<file path="src/rtl/tpumac_pkg.sv">
// Shared constants and signed-limit helpers for the TPU MAC cell family.
package tpumac_pkg;

  localparam int unsigned BitsAbDef = 8;
  localparam int unsigned BitsCDef  = 16;

  // Largest two's-complement value representable in w bits (1 <= w <= 64).
  function automatic logic signed [63:0] sat_max(input int unsigned w);
    return (64'sd1 <<< (w - 1)) - 64'sd1;
  endfunction

  // Most negative two's-complement value representable in w bits.
  function automatic logic signed [63:0] sat_min(input int unsigned w);
    return -(64'sd1 <<< (w - 1));
  endfunction

endpackage

</file>
<file path="src/rtl/tpumac_satadd.sv">
// Combinational accumulate: exact sum of accumulator and product, overflow detect,
// and optional clamp to the accumulator range.
module tpumac_satadd
  import tpumac_pkg::*;
#(
  parameter int unsigned BITS_C = BitsCDef,
  parameter int unsigned BITS_P = 2 * BitsAbDef,
  parameter bit          SAT_EN = 1'b1
) (
  input  logic [BITS_C-1:0] acc,
  input  logic [BITS_P-1:0] prod,
  output logic [BITS_C-1:0] sum,
  output logic              ovf
);

  localparam logic [BITS_C-1:0] MaxVal = BITS_C'(sat_max(BITS_C));
  localparam logic [BITS_C-1:0] MinVal = BITS_C'(sat_min(BITS_C));

  logic [BITS_C:0] acc_x;
  logic [BITS_C:0] prod_x;
  logic [BITS_C:0] sum_x;

  assign acc_x  = {acc[BITS_C-1], acc};
  assign prod_x = {{(BITS_C + 1 - BITS_P){prod[BITS_P-1]}}, prod};
  assign sum_x  = acc_x + prod_x;

  // One extra bit holds the exact sum; a mismatch of the top two bits means out of range.
  assign ovf = sum_x[BITS_C] ^ sum_x[BITS_C-1];

  always_comb begin
    sum = sum_x[BITS_C-1:0];
    if (SAT_EN && ovf) begin
      sum = sum_x[BITS_C] ? MinVal : MaxVal;
    end
  end

endmodule

</file>
<file path="src/rtl/tpumac_sat.sv">
// Systolic MAC cell: operand passthrough, optional product pipeline stage,
// saturating or wrapping accumulator with sticky overflow.
module tpumac_sat
  import tpumac_pkg::*;
#(
  parameter int unsigned BITS_AB = BitsAbDef,
  parameter int unsigned BITS_C  = BitsCDef,
  parameter bit          SAT_EN  = 1'b1,
  parameter bit          PIPE    = 1'b0
) (
  input  logic               clk,
  input  logic               rst,
  input  logic               en,
  input  logic               WrEn,
  input  logic               vin,
  input  logic [BITS_AB-1:0] Ain,
  input  logic [BITS_AB-1:0] Bin,
  input  logic [BITS_C-1:0]  Cin,
  output logic [BITS_AB-1:0] Aout,
  output logic [BITS_AB-1:0] Bout,
  output logic               vout,
  output logic [BITS_C-1:0]  Cout,
  output logic               ovf
);

  localparam int unsigned BitsP = 2 * BITS_AB;

  logic [BitsP-1:0]  a_x;
  logic [BitsP-1:0]  b_x;
  logic [BitsP-1:0]  prod_c;
  logic [BitsP-1:0]  acc_prod;
  logic              acc_go;
  logic [BITS_C-1:0] sum;
  logic              sum_ovf;

  // Sign-extending both operands to the product width keeps the low half exact.
  assign a_x    = {{BITS_AB{Ain[BITS_AB-1]}}, Ain};
  assign b_x    = {{BITS_AB{Bin[BITS_AB-1]}}, Bin};
  assign prod_c = a_x * b_x;

  if (PIPE) begin : g_pipe
    logic [BitsP-1:0] prod_q;
    logic             prod_v;

    always_ff @(posedge clk) begin
      if (rst) begin
        prod_q <= '0;
        prod_v <= 1'b0;
      end else if (en) begin
        prod_q <= prod_c;
        prod_v <= vin & ~WrEn;
      end
    end

    assign acc_prod = prod_q;
    assign acc_go   = prod_v;
  end else begin : g_nopipe
    assign acc_prod = prod_c;
    assign acc_go   = vin;
  end

  tpumac_satadd #(
    .BITS_C (BITS_C),
    .BITS_P (BitsP),
    .SAT_EN (SAT_EN)
  ) u_satadd (
    .acc  (Cout),
    .prod (acc_prod),
    .sum  (sum),
    .ovf  (sum_ovf)
  );

  always_ff @(posedge clk) begin
    if (rst) begin
      Aout <= '0;
      Bout <= '0;
      vout <= 1'b0;
      Cout <= '0;
      ovf  <= 1'b0;
    end else if (en) begin
      Aout <= Ain;
      Bout <= Bin;
      vout <= vin;
      if (WrEn) begin
        Cout <= Cin;
        ovf  <= 1'b0;
      end else if (acc_go) begin
        Cout <= sum;
        if (sum_ovf) begin
          ovf <= 1'b1;
        end
      end
    end
  end

endmodule

</file>
<file path="config.mk">
export PLATFORM = sky130hd
export DESIGN_NAME = tpumac_sat
export DESIGN_NICKNAME = d
export VERILOG_FILES = /design/src/rtl/tpumac_pkg.sv /design/src/rtl/tpumac_satadd.sv /design/src/rtl/tpumac_sat.sv
export SDC_FILE = /design/constraint.sdc
export NUM_CORES = 1
export LEC_CHECK = 0
export CAP_MARGIN = 20
export CORE_UTILIZATION = 50
export CTS_CLUSTER_DIAMETER = 50
export DETAILED_ROUTE_END_ITERATION = 8
export PLACE_DENSITY = 0.74
export SYNTH_ARGS = -nofsm -noshare
export SYNTH_HDL_FRONTEND = slang
export SYNTH_HIERARCHICAL = 1
export SYNTH_SLANG_ARGS = --single-unit
</file>
<file path="constraint.sdc">
create_clock -name clk -period 14.6 [get_ports clk]
set_clock_uncertainty 0.2 [all_clocks]
set_input_delay 3.65 -clock clk [delete_from_list [all_inputs] [get_ports clk]]
set_output_delay 3.65 -clock clk [all_outputs]
set_load 0.02 [all_outputs]
</file>
==> flow_metrics.tcl <==
set metrics [dict create \
    status "complete, no violations" \
    final_cell_area_um2 5750 \
    seqCellArea_um2 681 \
    drt_iter0_drc 158 \
    slowest_stage "a21oi_1" \
    avgSynthCellArea_um2 8.75 \
    synthTopCellsByCount "inv_1 (90), fa_1 (56), and2_1 (46), nor2_1 (46), ha_1 (45)" \
    tightest_slew_ns 1.00 \
    clkSinkCount 34 \
    postRouteWirelength_mm 11.4 \
    gp_congestion 0.870 \
    max_cap_viol_count 0 \
    yosysWarnings 6 \
    critPathLaunchType "primary input" \
    critPathLaunch "Ain[3]" \
    synth-edff-count 0 \
    layout.nets 757 \
    postCtsHoldBufs 0 \
    drc 0 \
    dp_slack_ns 3.65 \
    rows 35 \
    viasPerCell 5.27 \
    die_area_um2 10100 \
    grt_start_max_net_pins 35 \
    slew_viol_final 0 \
    start_util_pct 52.3 \
    antenna_found_initial 0 \
    synth_cells 557 \
    rrSetupSlack_ns 11.04 \
    synthTopCellsByArea "fa_1 (23%), dfxtp_1 (14%), ha_1 (12%), mux2i_1 (7.0%), inv_1 (6.9%)" \
    grt_pass1_vias 4226 \
    cts_inserted_buffers 5 \
    cts_max_level 2 \
    clk_latency_ns 0.29 \
    die_y_um 101 \
    timing.critical_path.to "Cout[14]" \
    yosysMostFrequentCell "inv_1" \
    ys_seq_area_share_pct 14.0 \
    min_period_over_period_pct 73.6 \
    grt_overflow 0 \
    floorplan.die.width_um 101 \
    antenna_cells 0 \
    cts_setup_buffers 0 \
    drive_above_1_share_pct 4.52 \
    worstReg2RegStart "Cout[0]" \
    area_delta_synth_final_pct 17.9 \
    r2r_end "Cout[14]" \
    cts_tree "yes" \
    syn-num-nets 695 \
    fin_ws_ns 3.86 \
    dpl.hpwl_mm 9.18 \
    endpoint_kind "register" \
    fmax_ghz 0.0931 \
    grt_first_pass_wirelength_mm 19.8 \
    ys_ff_latch 34 \
    wl_per_cell_um 15.2 \
    fill_cells 842 \
    hold_viol 0 \
    crit_type "primary input to register" \
    ant_nets 0 \
    grt.total_usage_pct 25.0 \
    hold_path.class "register to register" \
    slowest_delay_ns 0.68 \
    setup_violations 0 \
    required_ns 14.53 \
    post_cts_resized 0 \
    reg2regPathDepth 10 \
    grt_setup_unrepaired "false" \
    layout_min_cycle_time_ns 10.74 \
    synth_top_area_share_pct 23.0 \
    port_buffers 70 \
    clk_pin_slew_ns 0.08 \
    dr.pass1.iters 4 \
    cp_max_fo 11 \
    ios 71 \
    syn-cell-area_um2 4870 \
    place_area_um2 5660 \
    clock_path_buffers 2 \
    clock-root-buffer "clkbuf_8" \
    worstPathArrival_ns 10.68 \
    synth_top_cell_by_area "fa_1" \
    multi_input_area_um2 3750 \
    vias 3946 \
    core-area_um2 9330 \
    slew_headroom_pct 33.4 \
    tns_ns 0 \
    ys.flop_type "dfxtp_1" \
    ys_async_sr_fraction_pct 0 \
    synth_cell_type_count 48 \
]
==> state kept, by name (all words and copies together) (netlist names) <==
name,flops
Aout,8
Bout,8
ovf,1
Cout,16
vout,1
==> final cells by class <==
cell class                      instances  share of cell area (%)
Clock inverter                          1                  0.0871
Sequential cell                        34                    11.8
Multi-Input combinational cell        415                    65.3
Timing Repair Buffer                   73                    12.6
Clock buffer                            7                    1.50
Inverter                               90                    5.88
Tap cell                              129                    2.81
==> worst max-delay path: cells and delay by family <==
kind,cells,cell delay [ns]
muxes,1,0.18
buffers and inverters,5,0.81
and+or+nand+nor,6,1.58
AOI/OAI and AO/OA,7,1.71
adders and majority gates,6,2.75
==> how the worst min path moves through the flow <==
stage,from,depth (start not counted),endpoint,slack [ns]
after global placement,Bout[1],2,Bout[1],0.27
after CTS,Aout[4],2,Aout[4],0.30
after floorplan,Aout[7],2,Aout[7],0.38
after detailed placement,Aout[4],2,Aout[4],0.28
final,Aout[1],2,Aout[1],0.29
after global routing,Aout[1],2,Aout[1],0.33
==> cells in the final DEF (no fill, tap or decap), drive strengths merged, types with 14 or more instances in the layout <==
cell type,Yosys,final
and2,46,46
inv,90,90
a21oi,32,32
o21ai,14,14
dfxtp,34,34
nor2,46,46
clkdlybuf4s50,0,70
ha,45,45
a211oi,19,19
fa,56,56
mux2i,34,34
nand2,24,24
xnor2,21,21
==> cell families (layout without fill, tap and decap cells) <==
group	after synthesis	after routing	synth area share, %
flip-flops	34	34	14.0
AND/OR/NAND/NOR	154	154	16.1
XOR/XNOR	26	26	4.67
multiplexers	35	35	7.21
AO/OA/AOI/OAI	95	95	13.5
buffers and inverters	108	171	9.03
adder cells (fa/ha/maj)	105	105	35.5
==> routing by layer <==
| metal | wire (um) | global-route usage (%) | part of all wire, % |
|---|---|---|---|
| met1 | 5090 | 31.6 | 45 |
| met2 | 5630 | 44.7 | 49 |
| met3 | 400 | 2.43 | 3.5 |
| met4 | 277 | 8.58 | 2.4 |
| met5 | 0 | 0 | 0 |
==> stage by stage <==
step / hold WS [ns] / utilization (%) / std cells
floorplan: 0.383 / - / 557
global placement: 0.273 / 60.6 / 741
detailed placement: 0.283 / 60.6 / 741
CTS: 0.302 / 61.6 / 749
global route: 0.329 / 61.6 / 749
finish: 0.294 / 61.6 / 749
Power is left out: the tool's default activity adds up to more than one toggle a clock period on the data nets, which glitch-free logic cannot reach.
